### src/rtl/iter_shifter.sv
// Iterative one-bit-per-cycle shifter/rotator with an IDLE/SHIFT/DONE handshake.
// N must equal 2**W so that every amount 0..N-1 is representable in amt.
module iter_shifter #(
  parameter int N = 8,
  parameter int W = 3
) (
  input  logic         clk,
  input  logic         reset_n,
  input  logic         start,
  input  logic [N-1:0] din,
  input  logic [W-1:0] amt,
  input  logic         lr,
  input  logic         rot,
  output logic         ready,
  output logic         done_tick,
  output logic [N-1:0] dout
);

  typedef enum logic [1:0] {
    IDLE  = 2'd0,
    SHIFT = 2'd1,
    DONE  = 2'd2
  } state_t;

  localparam logic [W-1:0] COUNT_ONE = W'(1);

  state_t       state_q;
  logic [N-1:0] data_q;
  logic [N-1:0] data_d;
  logic [N-1:0] dout_q;
  logic [W-1:0] count_q;
  logic         lr_q;
  logic         rot_q;

  // One-position move; the vacated bit is refilled from the opposite end only when rotating.
  function automatic logic [N-1:0] step_one(input logic [N-1:0] d,
                                            input logic         left,
                                            input logic         rotate);
    logic fill;
    if (left) begin
      fill     = rotate ? d[N-1] : 1'b0;
      step_one = {d[N-2:0], fill};
    end else begin
      fill     = rotate ? d[0] : 1'b0;
      step_one = {fill, d[N-1:1]};
    end
  endfunction

  // Next value of the working register for a single shift step
  always_comb begin
    data_d = step_one(data_q, lr_q, rot_q);
  end

  // Control FSM and datapath registers
  always_ff @(posedge clk or negedge reset_n) begin
    if (!reset_n) begin
      state_q <= IDLE;
      data_q  <= '0;
      count_q <= '0;
      lr_q    <= 1'b0;
      rot_q   <= 1'b0;
      dout_q  <= '0;
    end else begin
      case (state_q)
        IDLE: begin
          if (start) begin
            data_q  <= din;
            count_q <= amt;
            lr_q    <= lr;
            rot_q   <= rot;
            state_q <= SHIFT;
          end else begin
            state_q <= IDLE;
          end
        end
        SHIFT: begin
          // Decrement only while nonzero so the count can never wrap.
          if (count_q != '0) begin
            data_q  <= data_d;
            count_q <= count_q - COUNT_ONE;
            state_q <= SHIFT;
          end else begin
            dout_q  <= data_q;
            state_q <= DONE;
          end
        end
        DONE: begin
          state_q <= IDLE;
        end
        default: begin
          state_q <= IDLE;
        end
      endcase
    end
  end

  assign ready     = (state_q == IDLE);
  assign done_tick = (state_q == DONE);
  assign dout      = dout_q;

endmodule

### config.mk
export PLATFORM = sky130hd
export DESIGN_NAME = iter_shifter
export DESIGN_NICKNAME = d
export VERILOG_FILES = /design/src/rtl/iter_shifter.sv
export SDC_FILE = /design/constraint.sdc
export NUM_CORES = 1
export LEC_CHECK = 0
export ABC_CLOCK_PERIOD_IN_PS = 1750
export CAP_MARGIN = 20
export CORE_MARGIN = 8
export CORE_UTILIZATION = 48
export DETAILED_ROUTE_END_ITERATION = 6
export PLACE_DENSITY = 0.77
export SLEW_MARGIN = 10
export SYNTH_ARGS = -nofsm -noshare
export SYNTH_HDL_FRONTEND = slang
export SYNTH_SLANG_ARGS = --single-unit
### constraint.sdc
create_clock -name clk -period 1.75 [get_ports clk]
set_input_delay 0.2625 -clock clk [delete_from_list [all_inputs] [get_ports clk]]
set_output_delay 0.2625 -clock clk [all_outputs]
set_load 0.01 [all_outputs]
==> results.sh <==
export IMPL_outcome="completed"
export IMPL_reg2reg_from="count_q[0]$_DFFE_PN0P_"
export IMPL_clkTransAtPathRegs_ns=0.13
export IMPL_post_drt_wl_per_cell_um=16.0
export IMPL_synthCells=106
export IMPL_grt_remaining_overflow=0
export IMPL_first_pass_detailed_route_iteration_total=4
export IMPL_seqCellArea_um2=577
export IMPL_worst_setup_path_start_kind="flop"
export IMPL_number_of_global_route_vias_before_repair=1019
export IMPL_totalPowerFinal_mw=2.76
export IMPL_num_io_pins=26
export IMPL_finish_net_count=154
export IMPL_ir_worst_vdd_mv=1.30
export IMPL_clock_group_share_of_total_power_pct=9.0
export IMPL_synth_largest_area_cell="dfrtp_1"
export IMPL_postSynth_topFlopCell="dfrtp_1"
export IMPL_setup_worst_path_start="count_q[0]$_DFFE_PN0P_"
export IMPL_multi_input_comb_area_um2=512
export IMPL_synth_seq_area_share_pct=50.5
export IMPL_synth_cell_area_um2=1140
export IMPL_synth_top_cell_area_share_pct=50.5
export IMPL_yosysWarningCount=0
export IMPL_viasPerCell=5.76
export IMPL_maxCapViolations=0
export IMPL_syn_nets=124
export IMPL_cts_root_buffer_cell="clkbuf_4"
export IMPL_synth_lib_cells_used_distinct=24
export IMPL_max_slew_violation_count=0
export IMPL_cts_max_level=1
export IMPL_clock_latency_ns=0.31
export IMPL_port_buffer_count=25
export IMPL_worst_hold_path_type="in -> async"
export IMPL_worst_hold_margin_ns=0.281
export IMPL_regToRegEndpoint="data_q[0]$_DFFE_PN0P_"
export IMPL_critPathKind="reg -> reg"
export IMPL_finalClockSkew_ns=0.00795
export IMPL_setup_worst_path_end="data_q[0]$_DFFE_PN0P_"
export IMPL_final_antenna_net_count=0
export IMPL_detailedRoute_firstIterationViolations=32
export IMPL_wl_mm=2.60
export IMPL_grt_usage_pct=13.4
export IMPL_total_leakage_power_nw=0.636
export IMPL_switching_power_mw=1.08
export IMPL_final_cell_area_um2=1470
export IMPL_synth_top_cells_by_area="dfrtp_1 50%, mux2_2 9.9%, a211oi_1 5.9%"
export IMPL_areaGrowthSynthToFinish_pct=29.0
export IMPL_final_worst_path_period_need_ns=1.56
export IMPL_rows=17
export IMPL_synthArstFlopShare_pct=100
export IMPL_worstSetupEndpointType="flop"
export IMPL_maximum_number_of_pins_on_one_net_before_global_route_repair=24
export IMPL_antenna_violations_before_repair=0
export IMPL_maxClockFrequency_ghz=0.640
export IMPL_p_comb_share_pct=53.0
export IMPL_gp_routability_congestion=0.770
export IMPL_switching_power_share_of_the_total_pct=39.1
export IMPL_final_min_period_over_clock_period_pct=89.3
export IMPL_finish_utilization_pct=65.8
export IMPL_dr_total_vias=939
export IMPL_number_of_clock_sinks=23
export IMPL_synth_edff_count=0
export IMPL_max_slew_margin_pct=69.0
export IMPL_core_region_area_um2=2230
export IMPL_timing_critical_path_required_ns=1.97
export IMPL_rsz0062_at_grt="no"
export IMPL_cp_max_fo=11
export IMPL_rr_worst_depth=5
export IMPL_place_detailed_hpwl_mm=1.92
export IMPL_floorplan_initialDensity_pct=51.0
export IMPL_mostFrequentLayoutCells="23 x clkdlybuf4s50_1, 22 x dfrtp_1, 11 x o21ai_0, 10 x mux2_2"
export IMPL_powerDensity_nw_per_um2=1880
export IMPL_share_seq_of_total_power_pct=38.0
export IMPL_clock_tree_buffer_depth=2
export IMPL_syn_area_per_cell_um2=10.8
export IMPL_wire_length_of_the_first_global_routing_pass_mm=4.51
export IMPL_die_h_um=64.7
export IMPL_share_of_cells_above_drive_strength_1_pct=16.3
export IMPL_cp_arrival_ns=1.79
export IMPL_overall_die_area_um2=4190
export IMPL_report_final_setup_viol=0
export IMPL_setup_tns_final_ns=0
export IMPL_regToRegSetupSlack_ns=0.19
export IMPL_final_common_cell="clkdlybuf4s50_1"
export IMPL_diodes=0
export IMPL_internal_power_mw=1.68
export IMPL_tritoncts="done"
export IMPL_hold_viol_final=0
export IMPL_nFillCells=194
export IMPL_yosys_register_bits=23
export IMPL_floorplan_die_width_um=64.7
export IMPL_route_detailed_drc=0
export IMPL_max_slew_worst_pin_slew_ns=0.465
export IMPL_place_area_um2=1430
export IMPL_cts_made_buffers=3
## cells in the mapped netlist (2+ instances only)
library cell and n:
o31ai_1 8, nor3b_1 2, and3b_1 2, dfrtp_1 23, nor2_1 9, inv_1 4
o21ai_0 11, nor2b_1 9, clkbuf_1 3, a211oi_1 9, ha_1 2, mux2_2 10
buf_2 3
## cells by family after synthesis
logic type | Yosys count | share of synthesized area, %
mux | 11 | 10.8
flops | 23 | 50.5
compound gates | 33 | 19.2
fa+ha+maj | 2 | 2.20
simple gates | 26 | 12.7
buf+inv | 11 | 4.61
## worst max-delay path, cell delays in order, from the launching register on
cell     delay, ns
dfrtp_1       0.34
inv_1         0.07
ha_1          0.23
and3b_1       0.18
or2_1         0.38
o31ai_1       0.29
## per-stage QoR
stage / setup WS [ns] / instances
after global placement: 0.224 / 158
after floorplan: 0.351 / 106
after global routing: 0.0170 / 163
final: 0.187 / 163
after CTS: 0.0146 / 163
after detailed placement: 0.172 / 158
## layout make-up
cell class                      instances  area share, %
Multi-Input combinational cell         72           34.8
Clock buffer                            3           1.53
Tap cell                               28           2.38
Clock inverter                          1          0.340
Timing Repair Buffer                   32           20.7
Sequential cell                        23           39.2
Inverter                                4           1.02
## what timing repair did
item | CTS | global route
gates cloned | 0 | 0
pin swaps | 0 | 0
gates resized for setup | 1 | 2
buffers inserted | 1 | 0
hold buffers | 0 | 0
setup endpoints to repair | 1 | 1
## metal layers
layer | up-vias | global-route usage (%) | part of all wire (%)
li1 | 437 | - | -
met1 | 457 | 16.6 | 41
met2 | 39 | 20.6 | 49
met3 | 6 | 3.44 | 7.4
met4 | 0 | 7.90 | 2.0
met5 | - | 0 | 0
## worst min-delay path by stage
stage	depth (start not counted)	slack (ns)	start	to
after floorplan	0	-0.03	reset_n	count_q[0]$_DFFE_PN0P_
after global placement	1	0.49	dout[1]$_DFFE_PN0P_	dout[1]$_DFFE_PN0P_
after detailed placement	1	0.50	dout[6]$_DFFE_PN0P_	dout[6]$_DFFE_PN0P_
after CTS	2	0.29	reset_n	lr_q$_DFFE_PN0P_
after global routing	2	0.30	reset_n	lr_q$_DFFE_PN0P_
final	2	0.28	reset_n	lr_q$_DFFE_PN0P_
## registers in the layout, summed over array words and instances (netlist names)
register / cells
dout: 8
rot_q: 1
count_q: 3
state_q: 2
data_q: 8
lr_q: 1
## power by group through the flow
| stage | Combinational [mW] | Clock, mW | Sequential (mW) |
|---|---|---|---|
| 2_1_floorplan | 0.977 | 0 | 1.02 |
| 3_3_place_gp | 1.40 | 0 | 1.05 |
| 3_5_place_dp | 1.47 | 0 | 1.06 |
| 4_1_cts | 1.47 | 0.255 | 1.04 |
| 5_1_grt | 1.64 | 0.273 | 1.09 |
| 6_report | 1.46 | 0.249 | 1.05 |
Power figures use the tool's default switching activity.
